**config.mk**
```make
export PLATFORM = sky130hd
export DESIGN_NAME = param_sync_fifo
export DESIGN_NICKNAME = d
export VERILOG_FILES = /design/src/rtl/fifo_pkg.sv /design/src/rtl/fifo_mem.sv /design/src/rtl/param_sync_fifo.sv
export SDC_FILE = /design/constraint.sdc
export NUM_CORES = 1
export LEC_CHECK = 0
export BUFFER_PORTS_ARGS = -buffer_cell sky130_fd_sc_hd__buf_2
export CAP_MARGIN = 20
export CORE_MARGIN = 2
export CORE_UTILIZATION = 35
export CTS_CLUSTER_DIAMETER = 40
export DETAILED_ROUTE_END_ITERATION = 16
export GPL_ROUTABILITY_DRIVEN = 1
export PLACE_DENSITY = 0.54
export SYNTH_ARGS = -nofsm -noshare
export SYNTH_HDL_FRONTEND = slang
export SYNTH_SLANG_ARGS = --single-unit
```
**constraint.sdc**
```tcl
create_clock -name clock -period 2.3 [get_ports clock]
set_input_delay 0 -clock clock [delete_from_list [all_inputs] [get_ports clock]]
set_output_delay 0 -clock clock [all_outputs]
set_load 0.03 [all_outputs]
```
**src/rtl/fifo_pkg.sv**
```systemverilog
// Shared defaults and sizing helper for the parameterised synchronous FIFO.
package fifo_pkg;

  localparam int DEF_WIDTH  = 8;
  localparam int DEF_DEPTH  = 16;
  localparam int DEF_AE_LVL = 2;
  localparam int DEF_AF_LVL = DEF_DEPTH - 2;

  // Occupancy needs one extra bit so that a completely full FIFO is representable.
  function automatic int count_width(input int depth);
    return $clog2(depth) + 1;
  endfunction

endpackage

```
**src/rtl/fifo_mem.sv**
```systemverilog
// Simple dual-port storage: one write port, one registered read port whose output holds between reads.
module fifo_mem #(
  parameter int WIDTH = 8,
  parameter int DEPTH = 16,
  parameter int AW    = $clog2(DEPTH)
) (
  input  logic             clock,
  input  logic             reset,
  input  logic             wr_en_i,
  input  logic [AW-1:0]    wr_addr_i,
  input  logic [WIDTH-1:0] wr_data_i,
  input  logic             rd_en_i,
  input  logic [AW-1:0]    rd_addr_i,
  output logic [WIDTH-1:0] rd_data_o
);

  logic [WIDTH-1:0] mem [DEPTH];
  logic [WIDTH-1:0] rd_data_q;

  always_ff @(posedge clock) begin
    if (wr_en_i) begin
      mem[wr_addr_i] <= wr_data_i;
    end
  end

  // Only the read register is cleared; the array itself is left uninitialised.
  always_ff @(posedge clock) begin
    if (!reset) begin
      rd_data_q <= '0;
    end else if (rd_en_i) begin
      rd_data_q <= mem[rd_addr_i];
    end
  end

  assign rd_data_o = rd_data_q;

endmodule

```
**src/rtl/param_sync_fifo.sv**
```systemverilog
// Single-clock FIFO with registered status flags, one-cycle read latency and overflow/underflow pulses.
module param_sync_fifo
  import fifo_pkg::*;
#(
  parameter int WIDTH  = DEF_WIDTH,
  parameter int DEPTH  = DEF_DEPTH,
  parameter int AE_LVL = DEF_AE_LVL,
  parameter int AF_LVL = DEPTH - 2
) (
  input  logic                          clock,
  input  logic                          reset,
  input  logic                          push,
  input  logic [WIDTH-1:0]              w_data,
  input  logic                          pop,
  output logic [WIDTH-1:0]              r_data,
  output logic                          valid,
  output logic                          ept,
  output logic                          ful,
  output logic                          almost_ept,
  output logic                          almost_ful,
  output logic [count_width(DEPTH)-1:0] count,
  output logic                          ovf,
  output logic                          udf
);

  localparam int AW = $clog2(DEPTH);
  localparam int CW = count_width(DEPTH);
  localparam logic [CW-1:0] DEPTH_C = CW'(DEPTH);
  localparam logic [CW-1:0] AE_C    = CW'(AE_LVL);
  localparam logic [CW-1:0] AF_C    = CW'(AF_LVL);

  if ((DEPTH < 2) || (DEPTH > 1024) || ((DEPTH & (DEPTH - 1)) != 0)) begin : g_bad_depth
    $error("param_sync_fifo: DEPTH must be a power of two in 2..1024");
  end
  if (AE_LVL >= AF_LVL) begin : g_bad_levels
    $error("param_sync_fifo: AE_LVL must be below AF_LVL");
  end

  logic [AW-1:0] wr_ptr_q, wr_ptr_d, rd_ptr_q, rd_ptr_d;
  logic [CW-1:0] count_q, count_d;
  logic          ept_q, ful_q, aept_q, aful_q;
  logic          valid_q, ovf_q, udf_q;
  logic          push_ok, pop_ok;

  // Acceptance is judged against the registered flags, so a push into an empty
  // FIFO never makes that word poppable in the same cycle and vice versa when full.
  assign push_ok = reset && push && !ful_q;
  assign pop_ok  = reset && pop  && !ept_q;

  always_comb begin
    wr_ptr_d = wr_ptr_q;
    rd_ptr_d = rd_ptr_q;
    count_d  = count_q;
    if (push_ok) begin
      wr_ptr_d = wr_ptr_q + AW'(1);
    end
    if (pop_ok) begin
      rd_ptr_d = rd_ptr_q + AW'(1);
    end
    if (push_ok && !pop_ok) begin
      count_d = count_q + CW'(1);
    end else if (pop_ok && !push_ok) begin
      count_d = count_q - CW'(1);
    end
  end

  // Flags are derived from next-state occupancy so they change on the causing edge.
  always_ff @(posedge clock) begin
    if (!reset) begin
      wr_ptr_q <= '0;
      rd_ptr_q <= '0;
      count_q  <= '0;
      ept_q    <= 1'b1;
      ful_q    <= 1'b0;
      aept_q   <= 1'b1;
      aful_q   <= 1'b0;
      valid_q  <= 1'b0;
      ovf_q    <= 1'b0;
      udf_q    <= 1'b0;
    end else begin
      wr_ptr_q <= wr_ptr_d;
      rd_ptr_q <= rd_ptr_d;
      count_q  <= count_d;
      ept_q    <= (count_d == '0);
      ful_q    <= (count_d == DEPTH_C);
      aept_q   <= (count_d <= AE_C);
      aful_q   <= (count_d >= AF_C);
      valid_q  <= pop_ok;
      ovf_q    <= push && ful_q;
      udf_q    <= pop && ept_q;
    end
  end

  fifo_mem #(
    .WIDTH(WIDTH),
    .DEPTH(DEPTH),
    .AW   (AW)
  ) u_mem (
    .clock    (clock),
    .reset    (reset),
    .wr_en_i  (push_ok),
    .wr_addr_i(wr_ptr_q),
    .wr_data_i(w_data),
    .rd_en_i  (pop_ok),
    .rd_addr_i(rd_ptr_q),
    .rd_data_o(r_data)
  );

  assign valid      = valid_q;
  assign ept        = ept_q;
  assign ful        = ful_q;
  assign almost_ept = aept_q;
  assign almost_ful = aful_q;
  assign count      = count_q;
  assign ovf        = ovf_q;
  assign udf        = udf_q;

  // The pulses describe the previous cycle's flags, hence the $past references.
  a_excl: assert property (@(posedge clock) disable iff (!reset) !(ept_q && ful_q));
  a_cnt:  assert property (@(posedge clock) disable iff (!reset) count_q <= DEPTH_C);
  a_ovf:  assert property (@(posedge clock) disable iff (!reset) ovf_q |-> $past(ful_q));
  a_udf:  assert property (@(posedge clock) disable iff (!reset) udf_q |-> $past(ept_q));

endmodule

```
==> impl_metrics.ini, run 1 <==
[outcome]
status = completed

[global_routing]
grt_first_pass_wirelength_mm = 20.3
grt_usage_pct = 14.2
antenna_found_initial = 0
grt_max_degree = 35
grt_pass1_vias = 3482
grt_overflow_total = 0

[critical_path]
cp_cell_sequence = nand3b_2 > inv_1 > nand2_1 > nor3_1 > a221o_1
cpMaxStageDelayCell = nor3_1
worstSetupPathType = flop to flop
critPathLaunch = ept$_SDFF_PN1_
cp_slowest_stage_delay_ns = 0.48
crit_path_end_kind = flop
required_ns = 2.66
arrival_ns = 2.30
start_kind = flop
rr_startpoint = ept$_SDFF_PN1_
path_max_fanout = 8

[synthesis]
ys_seq_elements = 156
ys_types = 44
synth_edf_count = 128
synth_top_area_share_pct = 61.0
synth-async-reset-ratio_pct = 0
syn-cell-area_um2 = 6310
syn-num-nets = 401
synth_area_leaders = edfxtp_1 (61%), dfxtp_1 (8.9%), mux4_2 (3.9%)
synth_cells = 382
ys_seq_area_share_pct = 69.8
ys.flop_type = edfxtp_1
ys_warn_count = 0
yosysTopAreaCell = edfxtp_1
avgSynthCellArea_um2 = 16.5

[power_and_ir_drop]
power.leakage_nw = 2.54
power_density_nw_per_um2 = 876
irDropWorstVdd_mv = 0.463

[timing]
clock.fmax_mhz = 515
finalSetupTns_ns = 0
slew_headroom_pct = 69.9
tightest_slew_ns = 0.449
skew_ns = 0.00643
setup_violations = 0
holdWs_ns = 0.421
hold_viol = 0
rsz0062_at_grt = no
maxSlewViolCount = 0
fin_crit_ns = 1.94
post-route-period-util_pct = 84.5

[clock_tree]
postCtsResizedCells = 0
clock_latency_ns = 0.42
cts_tree = built
ctsHtreeMaxLevel = 4
cts_setup_buffers = 0
root_buffer = clkbuf_16
holdBufCountCts = 11
clockBufferDepth = 2
cts_buffers = 17
clk_pin_slew_ns = 0.06
cts_sinks = 156

[finish]
fin_cells = 691
antenna_cells = 0
layout_commonest_cell = edfxtp_1
final_cell_mix = edfxtp_1 (128), buf_2 (31), dfxtp_1 (27)
syn2layout_area_growth_pct = 18.8
drive_above_1_share_pct = 25.1
fin_nets = 468

[floorplanning]
rows = 49
initial_core_util_pct = 35.3
dieArea_um2 = 19100
die_width_um = 138
die_y_um = 138
coreArea_um2 = 17800
ioPinCount = 32

[routing]
drc_errors = 0
drt_iter0_drc = 267
num_vias = 3486
viasPerCell = 5.04
avgRoutedWirePerCell_um = 18.8
route.antenna.remaining_nets = 0
drtPass1Iterations = 4
routed_wl_mm = 13.0

[place]
portBuffers = 31
gp_congestion = 0.800
hpwl_mm = 8.03
placed_cells = 648

[run]
drv_cap = 0

[worst_hold_path]
hold_path_class = input pin to flop
hp-start = pop
## metrics by stage
step	utilization, %	instance area [um2]	worst slack [ns]	total power, mW
floorplan	-	6310	0.326	3.80
global placement	38.3	6830	0.379	3.99
detailed placement	38.3	6830	0.403	4.00
CTS	42.0	7490	0.377	6.62
global route	42.0	7490	0.261	6.81
finish	42.0	7490	0.357	6.57
## sequential cells by signal (all words and copies together) (netlist names)
name,count
almost_ept,1
ept,1
u_mem.rd_data_o,8
ful,1
u_mem.mem,128
almost_ful,1
valid,1
wr_ptr_q,4
count,5
udf,1
ovf,1
rd_ptr_q,4
## logic make-up after synthesis
family,Yosys count,synth area share (%)
fa+ha+maj,7,1.39
simple gates,86,6.94
xor+xnor,8,1.11
compound gates,47,5.12
flops,156,69.8
mux,55,13.6
buf+inv,23,1.96
## critical path, delay by kind of cell, from the launching register on
family | cells | cell delay (ns)
AO/OA/AOI/OAI | 1 | 0.17
buffers and inverters | 1 | 0.25
AND/OR/NAND/NOR | 3 | 1.09
flip-flops | 1 | 0.36
## synthesized netlist by cell type (2+ instances only)
| master | n |
|---|---|
| o21ai_0 | 8 |
| o22ai_1 | 8 |
| nor2b_1 | 2 |
| mux2_2 | 20 |
| clkbuf_1 | 7 |
| buf_6 | 2 |
| buf_2 | 2 |
| and3b_1 | 2 |
| nand3_1 | 5 |
| and2_1 | 10 |
| nand4_1 | 2 |
| nor2_1 | 20 |
| dfxtp_1 | 28 |
| inv_1 | 6 |
| ha_1 | 7 |
| mux2i_1 | 15 |
| a21oi_1 | 7 |
| o31ai_1 | 2 |
| o211ai_1 | 3 |
| nand2_1 | 17 |
| xnor2_1 | 8 |
| edfxtp_1 | 128 |
| nor4_1 | 2 |
| and3_1 | 3 |
| mux4_1 | 9 |
| a221o_1 | 6 |
| nand2b_1 | 5 |
| o21bai_1 | 6 |
| mux4_2 | 11 |
| buf_1 | 4 |
| nor3_1 | 14 |
## cell type report
class / instances / area [um2]
clock buffer: 19 / 433
clock inverter: 13 / 116
fill: 1575 / 10300
inverter: 6 / 22.5
multi-input combinational: 203 / 1780
sequential: 156 / 4410
tap: 229 / 287
timing repair buffer: 65 / 450
## report_power, final
| part | internal, mW | switching (mW) |
|---|---|---|
| sequential | 3.13 | 0.0583 |
| combinational | 0.335 | 0.433 |
| clock | 1.49 | 1.12 |
## layer usage
metal | wire length [um] | up-vias | track usage [%]
li1 | - | 1645 | -
met3 | 542 | 14 | 2.87
met4 | 182 | 0 | 5.80
met5 | 0 | - | 0
met1 | 5890 | 1762 | 18.7
met2 | 6390 | 65 | 23.2
## final timing paths
check,end,slack (ns),depth (start not counted)
max,u_mem.rd_data_o[4]$_SDFFE_PN0P_,0.36,5
min,udf$_SDFF_PN0_,0.42,3
max reg2reg,u_mem.rd_data_o[4]$_SDFFE_PN0P_,0.36,5
min reg2reg,u_mem.rd_data_o[7]$_SDFFE_PN0P_,0.50,2
Power figures use the tool's default switching activity.
==> run 2: changes to the inputs <==
- clock period: 2.3 -> 1.8 ns (I/O delays scaled with it)
==> run 2 against run 1 <==
  * Final cell count increased by 3.2%
  * Sequential cell count unchanged
  * Non-clock buffer count increased by 22
  * Final area increased by 4.2%
  * Hold slack got worse by 0.0069 ns
  * Sequential power increased by 29%
  * Clock skew increased by 0.0093 ns
  * Clock power increased by 38%
  * Critical path depth decreased by 1
  * Core utilization increased by 1.8 points
  * Setup slack got worse by 0.33 ns
  * Critical endpoint is now u_mem.rd_data_o[6]$_SDFFE_PN0P_
  * Largest power group unchanged
==> impl_metrics.ini, run 2 (synthesis gave the netlist of run 1 again) <==
[timing]
rsz0062_at_grt = yes
skew_ns = 0.0157
maxSlewViolCount = 0
finalSetupTns_ns = 0
clock.fmax_mhz = 563
setup_violations = 0
tightest_slew_ns = 0.365
post-route-period-util_pct = 98.7
hold_viol = 0
fin_crit_ns = 1.78
slew_headroom_pct = 75.6

[routing]
drtPass1Iterations = 5
num_vias = 3611
viasPerCell = 5.06
route.antenna.remaining_nets = 0
avgRoutedWirePerCell_um = 18.9
drt_iter0_drc = 211
routed_wl_mm = 13.5
drc_errors = 0

[global_routing]
grt_first_pass_wirelength_mm = 20.9
met1_usage_pct = 19.1
grt_pass1_vias = 3740
grt_busiest_layer = met2
grt_overflow_total = 0
antenna_found_initial = 0
grt_usage_pct = 14.6
grt_max_degree = 32
use_met2_pct = 23.4
grt_util_met3_pct = 3.88

[power_and_ir_drop]
p_int_mw = 6.72
p_sw_mw = 2.08
irDropWorstVdd_mv = 0.743
p_comb_share_pct = 12.7
seq_power_share_pct = 46.5
power_density_nw_per_um2 = 1130
switching_share_pct = 23.6
pwr-share-clk_pct = 40.8
power.leakage_nw = 2.70

[finish]
ff_latch_area_um2 = 4410
layout_commonest_cell = edfxtp_1
fin_cells = 713
syn2layout_area_growth_pct = 23.8
largest_register = u_mem.mem
fin_area_um2 = 7800
drive_above_1_share_pct = 32.2
final_cell_mix = edfxtp_1 (128), buf_4 (39), buf_2 (31)
multiInputGateArea_um2 = 1810
largest_register_ffs = 128
fin_nets = 490
antenna_cells = 0
fillers = 1608

[critical_path]
worstSetupPathType = flop to flop
critPathLaunch = rd_ptr_q[0]$_SDFFE_PN0P_
start_kind = flop
path_max_fanout = 7
rr_startpoint = rd_ptr_q[0]$_SDFFE_PN0P_
crit_path_end_kind = flop
critPathCapture = u_mem.rd_data_o[6]$_SDFFE_PN0P_
required_ns = 2.10
reg2regPathDepth = 4
r2r_setup_slack_ns = 0.02
r2r-end = u_mem.rd_data_o[6]$_SDFFE_PN0P_
arrival_ns = 2.08

[floorplanning]
die_width_um = 138
initial_core_util_pct = 35.3
ioPinCount = 32
coreArea_um2 = 17800
dieArea_um2 = 19100
rows = 49
die_y_um = 138

[outcome]
status = completed

[run]
drv_cap = 0

[clock_tree]
cts_tree = built
ctsHtreeMaxLevel = 4
clock_latency_ns = 0.42
clockBufferDepth = 2
cts_buffers = 17
clk_pin_slew_ns = 0.06
root_buffer = clkbuf_16
cts_sinks = 156

[worst_hold_path]
hold_path_class = input pin to flop

[place]
placed_area_um2 = 7000
portBuffers = 31
placed_cells = 664
gp_congestion = 0.787
hpwl_mm = 8.47
run 2: cell types whose count changed in the layout (fill, tap and decap cells not counted), moves of 3 or more:
cell / previous run / this run
buf_4: 22 / 39
mux4_1: 9 / 6
nor3_2: 0 / 5
mux4_2: 11 / 14
nor3_1: 14 / 9
run 2: what timing repair did:
action	4_1_cts	5_1_grt
hold endpoints to repair	135	0
setup buffers	0	5
gates resized for setup	0	18
hold buffers	11	0
setup endpoints to repair	0	9
run 2: worst min-delay path by stage:
stage	from	end	cells after the start
global route	reset	ept$_SDFF_PN1_	3
CTS	push	ovf$_SDFF_PN0_	3
finish	reset	ept$_SDFF_PN1_	3
global placement	reset	ept$_SDFF_PN1_	2
floorplan	w_data[0]	u_mem.mem[0][0]$_DFFE_PP_	0
detailed placement	reset	ept$_SDFF_PN1_	2
run 2: through the flow:
stage               setup slack (ns)  total power [mW]  utilization (%)  hold WS (ns)
floorplan                     0.0278              4.86                -        0.0989
finish                        0.0228              8.80             43.7         0.414
CTS                           0.0183              8.81             43.2         0.402
global placement              0.0201              5.16             39.2         0.290
global route                 -0.0612              9.17             43.7         0.422
detailed placement            0.0215              5.18             39.2         0.297
run 2: worst max-delay path: stages, from the launching register on:
cell       delay [ns]
dfxtp_4          0.41
clkbuf_16        0.18
mux4_2           0.49
mux2_2           0.28
a221o_1          0.30
run 2: final cells by class:
cell class	instances	share of cell area [%]
clock buffers	18	5.50
well taps	229	3.67
repair buffers	87	8.62
inverters	6	0.289
multi-input cells	203	23.2
clock inverters	14	2.18
flip-flops and latches	156	56.5
run 2: routing by layer:
| layer | share of wire (%) | wire [um] | vias up |
|---|---|---|---|
| met5 | 0 | 0 | - |
| met4 | 0.65 | 87 | 0 |
| met3 | 4.6 | 621 | 4 |
| met2 | 49 | 6600 | 94 |
| met1 | 46 | 6150 | 1831 |
| li1 | - | - | 1682 |
run 2: power by group through the flow:
stage	registers (mW)	logic (mW)	clock network, mW
finish	4.09	1.12	3.59
global route	4.10	1.22	3.85
CTS	4.08	1.05	3.68
detailed placement	4.15	1.03	0
global placement	4.15	1.02	0
floorplan	4.24	0.615	0
